## config.mk

```make
export PLATFORM = sky130hd
export DESIGN_NAME = intr_sched
export DESIGN_NICKNAME = d
export VERILOG_FILES = /design/src/rtl/intr_pkg.sv /design/src/rtl/intr_gateway.sv /design/src/rtl/intr_sched.sv
export SDC_FILE = /design/constraint.sdc
export NUM_CORES = 1
export LEC_CHECK = 0
export CAP_MARGIN = 10
export CORE_UTILIZATION = 56
export CTS_CLUSTER_SIZE = 16
export DETAILED_ROUTE_END_ITERATION = 8
export PLACE_DENSITY = 0.8
export REMOVE_ABC_BUFFERS = 1
export SLEW_MARGIN = 30
export SYNTH_ARGS = -nofsm -noshare
export SYNTH_HDL_FRONTEND = slang
export SYNTH_HIERARCHICAL = 1
export SYNTH_SLANG_ARGS = --single-unit
```

## constraint.sdc

```tcl
create_clock -name coreclk -period 3.8 [get_ports coreclk]
set_clock_uncertainty 0.2 [all_clocks]
set_input_delay 0.57 -clock coreclk [delete_from_list [all_inputs] [get_ports coreclk]]
set_output_delay 0.57 -clock coreclk [all_outputs]
set_load 0.02 [all_outputs]
```

## src/rtl/intr_pkg.sv

```systemverilog
// rtl/intr_pkg.sv - shared types and constants for the interrupt scheduler
package intr_pkg;

    typedef enum logic [1:0] {
        GW_IDLE          = 2'd0,
        GW_PENDING       = 2'd1,
        GW_ACTIVE        = 2'd2,
        GW_ACTIVE_RETRIG = 2'd3
    } gw_state_e;

    localparam int DEFAULT_NUM_INTRS = 7;

    localparam int MM2S  = 0;
    localparam int S2MM  = 1;
    localparam int UART0 = 2;
    localparam int UART1 = 3;
    localparam int UART2 = 4;
    localparam int UART3 = 5;
    localparam int ETH   = 6;

endpackage

```

## src/rtl/intr_gateway.sv

```systemverilog
// rtl/intr_gateway.sv - per-source gateway FSM (idle/pending/active/retrigger)
module intr_gateway
    import intr_pkg::*;
#(
    parameter bit EDGE = 1'b1
) (
    input  logic clk_i,
    input  logic rst_i,
    input  logic trig_i,
    input  logic grant_i,
    input  logic complete_i,
    output logic pending_o,
    output logic active_o
);

    gw_state_e state_q;

    always_ff @(posedge clk_i) begin
        if (rst_i) begin
            state_q <= GW_IDLE;
        end else begin
            case (state_q)
                GW_IDLE: begin
                    if (trig_i) state_q <= GW_PENDING;
                end
                GW_PENDING: begin
                    if (grant_i) state_q <= GW_ACTIVE;
                end
                // Level sources ignore the line while being serviced; edges are remembered.
                GW_ACTIVE: begin
                    if (complete_i)
                        state_q <= (EDGE && trig_i) ? GW_PENDING : GW_IDLE;
                    else if (EDGE && trig_i)
                        state_q <= GW_ACTIVE_RETRIG;
                end
                GW_ACTIVE_RETRIG: begin
                    if (complete_i) state_q <= GW_PENDING;
                end
                default: state_q <= GW_IDLE;
            endcase
        end
    end

    assign pending_o = (state_q == GW_PENDING);
    assign active_o  = (state_q == GW_ACTIVE) || (state_q == GW_ACTIVE_RETRIG);

endmodule

```

## src/rtl/intr_sched.sv

```systemverilog
// rtl/intr_sched.sv - round-robin interrupt scheduler; INTR_SYNC_EN adds 2-flop input synchronizers
module intr_sched
    import intr_pkg::*;
#(
    parameter int                   NUM_INTRS = DEFAULT_NUM_INTRS,
    parameter logic [NUM_INTRS-1:0] EDGE_MASK = '1
) (
    input  logic                         coreclk,
    input  logic                         corersts,
    input  logic [NUM_INTRS-1:0]         intrs,
    input  logic                         en_we,
    input  logic [NUM_INTRS-1:0]         en_wdata,
    output logic [NUM_INTRS-1:0]         en_q,
    output logic                         irq,
    input  logic                         claim_valid,
    output logic                         claim_ack,
    output logic                         claim_hit,
    output logic [$clog2(NUM_INTRS)-1:0] claim_id,
    input  logic                         complete_valid,
    input  logic [$clog2(NUM_INTRS)-1:0] complete_id
);

    localparam int IDW = $clog2(NUM_INTRS);

    logic [NUM_INTRS-1:0] intrs_s;
    logic [NUM_INTRS-1:0] prev_q;
    logic [NUM_INTRS-1:0] en_mask_q;
    logic [NUM_INTRS-1:0] trig;
    logic [NUM_INTRS-1:0] pending;
    logic [NUM_INTRS-1:0] active;
    logic [NUM_INTRS-1:0] eligible;
    logic [NUM_INTRS-1:0] grant_vec;
    logic [NUM_INTRS-1:0] comp_vec;
    logic                 ack_q;
    logic                 hit_q;
    logic [IDW-1:0]       id_q;
    logic [IDW-1:0]       last_q;
    logic                 hi_found;
    logic                 lo_found;
    logic [IDW-1:0]       hi_idx;
    logic [IDW-1:0]       lo_idx;
    logic                 found;
    logic [IDW-1:0]       win;
    logic                 comp_in_range;

`ifdef INTR_SYNC_EN
    logic [NUM_INTRS-1:0] sync1_q;
    logic [NUM_INTRS-1:0] sync2_q;

    always_ff @(posedge coreclk) begin
        if (corersts) begin
            sync1_q <= '0;
            sync2_q <= '0;
        end else begin
            sync1_q <= intrs;
            sync2_q <= sync1_q;
        end
    end

    assign intrs_s = sync2_q;
`else
    assign intrs_s = intrs;
`endif

    assign trig     = intrs_s & (~prev_q | ~EDGE_MASK);
    assign eligible = pending & en_mask_q;
    assign irq      = |eligible;

    // Two-window search: lowest eligible index above the last grant, else lowest at or below it.
    always_comb begin
        hi_found = 1'b0;
        lo_found = 1'b0;
        hi_idx   = '0;
        lo_idx   = '0;
        for (int j = NUM_INTRS - 1; j >= 0; j--) begin
            if (eligible[j]) begin
                if (j > int'(last_q)) begin
                    hi_found = 1'b1;
                    hi_idx   = IDW'(j);
                end else begin
                    lo_found = 1'b1;
                    lo_idx   = IDW'(j);
                end
            end
        end
        found = hi_found | lo_found;
        win   = hi_found ? hi_idx : lo_idx;
    end

    assign comp_in_range = complete_valid && (int'(complete_id) < NUM_INTRS);

    for (genvar g = 0; g < NUM_INTRS; g++) begin : g_gw
        assign grant_vec[g] = claim_valid && found && (win == IDW'(g));
        assign comp_vec[g]  = comp_in_range && (complete_id == IDW'(g)) && active[g];

        intr_gateway #(
            .EDGE(EDGE_MASK[g])
        ) u_gw (
            .clk_i     (coreclk),
            .rst_i     (corersts),
            .trig_i    (trig[g]),
            .grant_i   (grant_vec[g]),
            .complete_i(comp_vec[g]),
            .pending_o (pending[g]),
            .active_o  (active[g])
        );
    end

    always_ff @(posedge coreclk) begin
        if (corersts) begin
            en_mask_q <= '0;
            prev_q    <= '0;
            ack_q     <= 1'b0;
            hit_q     <= 1'b0;
            id_q      <= '0;
            last_q    <= IDW'(NUM_INTRS - 1);
        end else begin
            if (en_we) en_mask_q <= en_wdata;
            prev_q <= intrs_s;
            ack_q  <= claim_valid;
            if (claim_valid) begin
                hit_q <= found;
                id_q  <= found ? win : '0;
                if (found) last_q <= win;
            end
        end
    end

    assign en_q      = en_mask_q;
    assign claim_ack = ack_q;
    assign claim_hit = hit_q;
    assign claim_id  = id_q;

endmodule

```

==> qor.yml <==
cp_max_fo: 8
final_nets: 415
synth_area_per_cell_sq_um: 8.479
cts_buffers: 5
synth_commonest_cells: "45 x inv_1, 36 x dfxtp_1, 35 x ha_1"
cts_max_path_buffers: 2
drtIter0Drc: 208
ys_seq_area_frac: 0.2640
setup_violations: 0
path_buf_inv: 1
path_depth: 10
cts_setup_buffers: 0
maxCapViolations: 0
drtAntennaViolNets: 0
worst_pin_slew_ns: 0.5918
status: "complete, no violations"
routabilityCongestion: 0.8785
port_buffers: 34
cts.repair.resized: 0
netlist_area_sq_mm: 0.002730
p_leak_nw: 1.318
clk_pin_slew_ns: 0.08
end_kind: "flip-flop"
grt_pass1_wl_um: 10140
viasPerCell: 5.898
worst-setup-path-type: "reg2reg"
worstRegToRegCells: 10
grt_max_degree: 50
grt_usage: 0.2504
post_drt_wl_per_cell_um: 14.71
num_vias: 2436
synthesis.instances: 322
fin_crit_ns: 3.217
synth_cell_types: 51
coreArea_sq_mm: 0.004692
vdd_drop_max_uv: 280.9
stdcell_area_sq_mm: 0.003216
power_mw: 1.538
hold_viol_final: 0
clock-sinks: 36
die_w_um: 71.82
antenna_found_initial: 0
cts_hold_buf: 0
rsz0062_at_grt: "no"
dr.pass1.iters: 4
cpPeakStageDelay_ns: 0.53
dieArea_sq_mm: 0.005158
critPathArrivalTime_ns: 3.23
ys_async_sr_fraction: 0
ios: 35
ys_ff_latch: 36
h-tree-depth: 2
grt.overflow.total: 0
syn2layout_area_growth_pct: 17.78
crit_chain: "inv_1 -> ha_1 -> a22oi_1 -> o221ai_2 -> a311oi_1 -> a211o_2 -> nor4b_1 -> o22ai_1 -> or4_1 -> o31ai_1"
drv_slew: 0
pre_cts_slack_ns: 0.6086
fin_ws_ns: 0.5829
fmax_ghz: 0.3108
max_slew_margin: 0.6022
rows: 25
remaining_drc_errors: 0
diodes: 0
drt-total-wl_um: 6075
drive_gt1_frac: 0.06964
synth_top_area_share: 0.2640
post-dp-hpwl_um: 4667
yosys.area.top_type: "dfxtp_1"
fin_crit_sh: 0.8466
yosys_most_used_dff: "dfxtp_1"
ctsRootBufferMaster: "clkbuf_8"
postPlaceCellArea_sq_mm: 0.003104
cp_slowest_cell: "or4_1"
ys_warn_count: 6
hp-class: "reg2reg"
die_h_um: 71.82
synth_edf_count: 0
first_global_vias: 2226
holdWs_ns: 0.2639
initial_core_util: 0.5819
power.density_mw_per_mm2: 478.3
cts_tree: "built"
worstSetupStartpointType: "flip-flop"
clock_latency_ns: 0.29
yosys-top-cells-area: "dfxtp_1 26%, ha_1 16%, inv_1 6.2%, nor2b_1 4.1%, o31ai_1 3.8%"
holdPathStages: 2
yosys.cell_count.top_type: "inv_1"
tns_ns: 0
cp_top_family: "compound AO/OA/AOI/OAI gates"
required_ns: 3.81
[cells in the final DEF, fill, tap and decap left out, types with 10 or more instances in the layout]
cell	netlist	layout
nand2_1	10	10
nor2b_1	18	18
clkdlybuf4s50_1	0	34
nor2_1	20	20
dfxtp_1	36	36
o31ai_1	14	14
o21ai_0	10	10
ha_1	35	35
inv_1	45	45
a21oi_1	14	14
[power breakdown]
part | switching [mW] | internal, mW
Clock | 0.144 | 0.194
Combinational | 0.382 | 0.285
Sequential | 0.0910 | 0.442
Total | 0.617 | 0.921
[path summary, 6_finish.rpt]
kind	startpoint	end	slack [ns]
worst min register to register	claim_hit	claim_hit	0.26
worst max register to register	g_gw[4].u_gw/state_q[1]	g_gw[0].u_gw/state_q[0]	0.58
worst max-delay path	g_gw[4].u_gw/state_q[1]	g_gw[0].u_gw/state_q[0]	0.58
worst min-delay path	claim_hit	claim_hit	0.26
[logic make-up after synthesis]
family / count (synthesis) / synth area share
buffers and inverters: 51 / 0.07699
DFF: 36 / 0.2640
adders and majority gates: 35 / 0.1604
muxes: 8 / 0.02933
AOI/OAI and AO/OA: 83 / 0.2223
and+or+nand+nor: 109 / 0.2470
[through the flow]
stage | utilization | instances
2_1_floorplan | - | 316
3_3_place_gp | 0.6616 | 405
3_5_place_dp | 0.6616 | 405
4_1_cts | 0.6853 | 413
5_1_grt | 0.6853 | 413
6_report | 0.6853 | 413
[sequential cells by signal, summed over array words and instances, names as in the netlist]
register           flops
g_gw.u_gw/state_q     14
en_q                   7
prev_q                 7
claim_id               3
last_q                 3
claim_ack              1
claim_hit              1
[area by class of cell]
class | instances | area, sq um
inverter | 45 | 168.9
multi-input combinational | 235 | 1799
clock buffer | 5 | 68.82
timing repair buffer | 35 | 347.8
fill | 388 | 1476
clock inverter | 3 | 42.54
sequential | 36 | 720.7
tap | 54 | 67.56
[tightest hold or removal path, stage by stage (launching register included)]
cell     delay, ns
dfxtp_1       0.31
nand2_1       0.06
a21oi_1       0.05
[layer usage]
| metal | vias to the layer above | GRT usage | wire [um] |
|---|---|---|---|
| met5 | - | 0 | 0 |
| met4 | 0 | 0.08932 | 66 |
| met1 | 1141 | 0.3307 | 2886 |
| met2 | 65 | 0.4161 | 2873 |
| met3 | 7 | 0.03657 | 249 |
| li1 | 1223 | - | - |
No activity file was read; power rests on OpenSTA's default activity.
